$ cat config.mk
export PLATFORM = sky130hd
export DESIGN_NAME = uart_tx_arb
export DESIGN_NICKNAME = d
export VERILOG_FILES = /design/src/rtl/uart_tx_arb.sv
export SDC_FILE = /design/constraint.sdc
export NUM_CORES = 1
export LEC_CHECK = 0
export CORE_ASPECT_RATIO = 0.7
export CORE_MARGIN = 2
export CORE_UTILIZATION = 33
export DETAILED_ROUTE_END_ITERATION = 6
export HOLD_SLACK_MARGIN = 0.06
export PLACE_DENSITY = 0.61
export SYNTH_ARGS = -nofsm -noshare
export SYNTH_HDL_FRONTEND = slang
export SYNTH_SLANG_ARGS = --single-unit
$ cat constraint.sdc
create_clock -name clk_48_i -period 5.1 [get_ports clk_48_i]
set_input_delay 0.765 -clock clk_48_i [delete_from_list [all_inputs] [get_ports clk_48_i]]
set_output_delay 0.765 -clock clk_48_i [all_outputs]
set_load 0.1 [all_outputs]
$ cat src/rtl/uart_tx_arb.sv
// Round-robin packet arbiter sharing one UART transmit byte stream between N requesters.
// Packets stay contiguous; a stalled owner loses its grant after IDLE_TIMEOUT idle cycles.
module uart_tx_arb #(
    parameter int unsigned N            = 2,
    parameter int unsigned IDLE_TIMEOUT = 4800
) (
    input  logic           clk_48_i,
    input  logic           rst_ni,
    input  logic [8*N-1:0] s_data_i,
    input  logic [N-1:0]   s_valid_i,
    input  logic [N-1:0]   s_last_i,
    output logic [N-1:0]   s_ready_o,
    output logic [7:0]     m_data_o,
    output logic           m_valid_o,
    input  logic           m_ready_i,
    output logic [N-1:0]   grant_o,
    output logic           busy_o,
    output logic           timeout_o
);

    localparam int unsigned   PtrW  = $clog2(N);
    localparam int unsigned   TW    = (IDLE_TIMEOUT > 0) ? $clog2(IDLE_TIMEOUT + 1) : 1;
    localparam logic [TW-1:0] TLast = (IDLE_TIMEOUT > 0) ? TW'(IDLE_TIMEOUT - 1) : '0;
    localparam logic [TW-1:0] TMax  = {TW{1'b1}};

    typedef enum logic [0:0] {StIdle, StOwn} state_e;

    state_e          state_q, state_d;
    logic [PtrW-1:0] ptr_q, ptr_d;
    logic [N-1:0]    owner_q, owner_d;
    logic [TW-1:0]   tcnt_q, tcnt_d;
    logic            timeout_q, timeout_d;

    logic            own_valid, own_last, xfer;
    logic [7:0]      own_data;
    logic [PtrW-1:0] ptr_rel;
    logic [N-1:0]    sel_oh;
    logic            sel_found;

    always_ff @(posedge clk_48_i) begin
        if (!rst_ni) begin
            state_q   <= StIdle;
            ptr_q     <= '0;
            owner_q   <= '0;
            tcnt_q    <= '0;
            timeout_q <= 1'b0;
        end else begin
            state_q   <= state_d;
            ptr_q     <= ptr_d;
            owner_q   <= owner_d;
            tcnt_q    <= tcnt_d;
            timeout_q <= timeout_d;
        end
    end

    // Owner's lane and the pointer value that follows it.
    always_comb begin
        own_valid = |(s_valid_i & owner_q);
        own_last  = |(s_last_i & owner_q);
        own_data  = '0;
        ptr_rel   = '0;
        for (int i = 0; i < N; i++) begin
            if (owner_q[i]) begin
                own_data = s_data_i[8*i +: 8];
                ptr_rel  = PtrW'((i + 1) % N);
            end
        end
    end

    // First requester at or after ptr_q, wrapping.
    always_comb begin
        sel_oh    = '0;
        sel_found = 1'b0;
        for (int k = 0; k < N; k++) begin
            for (int i = 0; i < N; i++) begin
                if (!sel_found && s_valid_i[i] && (i == (int'(ptr_q) + k) % N)) begin
                    sel_found = 1'b1;
                    sel_oh[i] = 1'b1;
                end
            end
        end
    end

    assign xfer = own_valid & m_ready_i;

    always_comb begin
        state_d   = state_q;
        ptr_d     = ptr_q;
        owner_d   = owner_q;
        tcnt_d    = tcnt_q;
        timeout_d = 1'b0;
        unique case (state_q)
            StIdle: begin
                if (sel_found) begin
                    owner_d = sel_oh;
                    tcnt_d  = '0;
                    state_d = StOwn;
                end
            end
            StOwn: begin
                if (xfer) begin
                    tcnt_d = '0;
                    if (own_last) begin
                        state_d = StIdle;
                        owner_d = '0;
                        ptr_d   = ptr_rel;
                    end
                end else if (IDLE_TIMEOUT > 0 && !own_valid) begin
                    // Backpressure with valid held is not idle, so only a low valid counts.
                    if (tcnt_q == TLast) begin
                        state_d   = StIdle;
                        owner_d   = '0;
                        ptr_d     = ptr_rel;
                        timeout_d = 1'b1;
                    end else if (tcnt_q != TMax) begin
                        tcnt_d = tcnt_q + TW'(1);
                    end
                end
            end
            default: state_d = StIdle;
        endcase
    end

    // Outputs are forced quiet during reset even though owner_q clears only at the edge.
    always_comb begin
        grant_o   = '0;
        busy_o    = 1'b0;
        timeout_o = 1'b0;
        m_data_o  = '0;
        m_valid_o = 1'b0;
        s_ready_o = '0;
        if (rst_ni) begin
            grant_o   = owner_q;
            busy_o    = (state_q == StOwn);
            timeout_o = timeout_q;
            if (state_q == StOwn) begin
                m_data_o  = own_data;
                m_valid_o = own_valid;
                s_ready_o = owner_q & {N{m_ready_i}};
            end
        end
    end

endmodule

==> results_dict.tcl <==
set metrics [dict create \
    run_status "complete, no violations" \
    max_stage_delay_ns 1.13 \
    setup-tns-final_ns 0 \
    period_minus_slack_ns 3.92 \
    viasPerCell 5.21 \
    wire_per_inst_um 13.7 \
    layout_commonest_cell "clkdlybuf4s50_1" \
    portBuffers 37 \
    antenna_found_initial 0 \
    crit_arrival_ns 3.16 \
    holdCritPathClass "flop to flop" \
    clk_path_buf_depth 2 \
    die-height_um 54.7 \
    tightest_slew_ns 0.997 \
    final.fill_count 355 \
    dieArea_sq_um 4170 \
    ys_seq_elements 18 \
    ctsHoldBuffers 0 \
    grt_pass1_vias 1067 \
    post_cts_buffers 0 \
    cts_inserted_buffers 3 \
    finalClockSkew_ns 0.00284 \
    wirelength_mm 3.31 \
    drv_slew 0 \
    cts.repair.resized 0 \
    timing.rr.end "tcnt_q[9]$_SDFFE_PN0P_" \
    r2r_cells 4 \
    rows 18 \
    clk_pin_slew_ns 0.07 \
    pwr_density_cell_nw_per_um2 195 \
    critical_path.cell_chain "clkdlybuf4s50_1 > nand2_1 > inv_1 > and3_1 > clkdlybuf4s50_1" \
    via_count 1260 \
    worst_path_max_delay_cell "clkdlybuf4s50_1" \
    post-dp-hpwl_mm 2.56 \
    gp_congestion 0.843 \
    critPathMaxFanout 12 \
    seq_area_sq_um 360 \
    end_kind "output port" \
    reg2reg_slack_ns 2.93 \
    crit_path_start_kind "input pin" \
    multi_input_area_sq_um 807 \
    yosys.area_share.adder 0.0103 \
    core_area_sq_um 3510 \
    grt_pass1_wl_mm 5.31 \
    slew_headroom 0.333 \
    drc 0 \
    root_buffer "clkbuf_8" \
    netlist_area_sq_um 1210 \
    grt_overflow 0 \
    whs_endpoint "ptr_q$_SDFFE_PN0P_" \
    n_antenna_cell 0 \
    finalSetupViolCount 0 \
    clk_latency_ns 0.25 \
    synth.mux.area_fraction 0.0993 \
    crit_top_cell "clkdlybuf4s50_1" \
    synth-simple-area-share 0.325 \
    hold_path.startpoint "ptr_q$_SDFFE_PN0P_" \
    cts_sinks 18 \
    ys_seq_area_frac 0.298 \
    area_delta_synth_final_pct 37.5 \
    first_pass_iters 4 \
    die_w_um 76.4 \
    total_power_w 0.000325 \
    cts_tree "done" \
    drt_iter0_drc 73 \
    grt_start_max_net_pins 22 \
    finalHoldViolations 0 \
    finalCritPeriodShare 0.770 \
    synth_compound_area_frac 0.228 \
    h-tree-depth 1 \
    drive_gt1_frac 0.0521 \
    max_freq_mhz 255 \
    synth_top_family_by_area "simple AND/OR/NAND/NOR gates" \
    rsz0062_at_grt "false" \
    initial_core_util 0.344 \
    maxCapViolCount 0 \
    irDropWorstVdd_mv 0.105 \
    worstPathRequired_ns 4.34 \
    io_pins 38 \
    synthDistinctLibCells 34 \
    ant_nets 0 \
    final_cell_mix "37 x clkdlybuf4s50_1, 25 x nand2_1, 18 x dfxtp_1, 16 x nor2_1, 12 x mux2i_1" \
    critPathKind "input pin to output port" \
    synth_fp_nets 183 \
    yosys_warnings 0 \
    fin_nets 218 \
    p_leak_nw 0.553 \
    grt_usage 0.162 \
    synth-xor-area-share 0 \
    synth.avg_cell_area_sq_um 7.61 \
    r2r_start "owner_q[1]$_SDFFE_PN0P_" \
    holdPathStages 2 \
    postSynthCellCount 159 \
]
-- registers in the layout, summed over array words and instances (netlist names) --
name / flops
owner_q: 2
ptr_q: 1
state_q: 1
tcnt_q: 13
timeout_q: 1
-- area by class of cell --
cell class | count | area share
multi-input cells | 129 | 0.485
inverters | 4 | 0.00902
clock buffers | 3 | 0.0248
well taps | 50 | 0.0376
repair buffers | 38 | 0.227
flip-flops and latches | 18 | 0.217
-- metrics by stage --
| stage | area, sq um | util | hold WS [ns] | setup WS (ns) | std cells |
|---|---|---|---|---|---|
| floorplan | 1210 | - | 0.435 | 1.98 | 159 |
| global placement | 1620 | 0.462 | 0.450 | 1.26 | 239 |
| detailed placement | 1620 | 0.462 | 0.467 | 1.19 | 239 |
| CTS | 1660 | 0.474 | 0.478 | 1.18 | 242 |
| global route | 1660 | 0.474 | 0.505 | 1.07 | 242 |
| finish | 1660 | 0.474 | 0.471 | 1.18 | 242 |
-- cells in the mapped netlist --
library cell / count / area share
a2111oi_0: 1 / 0.0072
a211oi_1: 5 / 0.031
a21bo_2: 2 / 0.017
a21boi_1: 1 / 0.0062
a21oi_1: 7 / 0.029
a221oi_1: 1 / 0.0072
a22o_1: 2 / 0.014
a22oi_1: 9 / 0.056
a32oi_1: 1 / 0.0072
and2_1: 4 / 0.021
and3_1: 5 / 0.026
buf_2: 3 / 0.012
clkbuf_1: 5 / 0.016
dfxtp_1: 18 / 0.30
ha_1: 1 / 0.010
inv_1: 4 / 0.012
mux2i_1: 12 / 0.099
nand2_1: 25 / 0.078
nand2b_1: 11 / 0.057
nand3_1: 7 / 0.029
nand4_1: 3 / 0.016
nor2_1: 16 / 0.050
nor2b_1: 1 / 0.0052
nor3_1: 1 / 0.0041
nor4_1: 2 / 0.010
o2111ai_1: 3 / 0.022
o21a_1: 1 / 0.0062
o21ai_0: 1 / 0.0041
o21ai_1: 1 / 0.0041
o22ai_2: 1 / 0.010
o31ai_1: 1 / 0.0062
or3_1: 1 / 0.0052
or4_1: 1 / 0.0062
or4_4: 2 / 0.019
-- logic make-up (layout without fill, tap and decap cells) --
family	after synthesis	count (layout)
AOI/OAI and AO/OA	37	37
adders and majority gates	1	1
buffers and inverters	12	45
DFF	18	18
muxes	12	12
and+or+nand+nor	79	79
-- critical path, delay by kind of cell --
kind | cells | cell delay [ns]
buffers and inverters | 3 | 1.91
AND/OR/NAND/NOR | 2 | 0.48
-- per-layer routing --
layer	part of all wire	up-vias	wire length [um]	GRT usage
li1	-	648	-	-
met1	0.54	587	1770	0.243
met2	0.42	23	1400	0.229
met3	0.038	2	124	0.0462
met4	0.0030	0	10	0.0273
met5	0	-	0	0
-- how the worst max path moves through the flow --
stage	from	endpoint	slack [ns]
2_1_floorplan	rst_ni	s_ready_o[0]	1.98
3_3_place_gp	rst_ni	s_ready_o[0]	1.26
3_5_place_dp	rst_ni	s_ready_o[0]	1.19
4_1_cts	rst_ni	s_ready_o[0]	1.18
5_1_grt	rst_ni	s_ready_o[0]	1.07
6_report	rst_ni	s_ready_o[0]	1.18
-- where the power goes --
part	total [W]	internal [W]	switching, W
registers	0.000148	0.000143	0.00000549
clock network	0.0000990	0.0000525	0.0000465
logic	0.0000777	0.0000317	0.0000460
total	0.000325	0.000227	0.0000980
(Power assumes the default switching activity.)
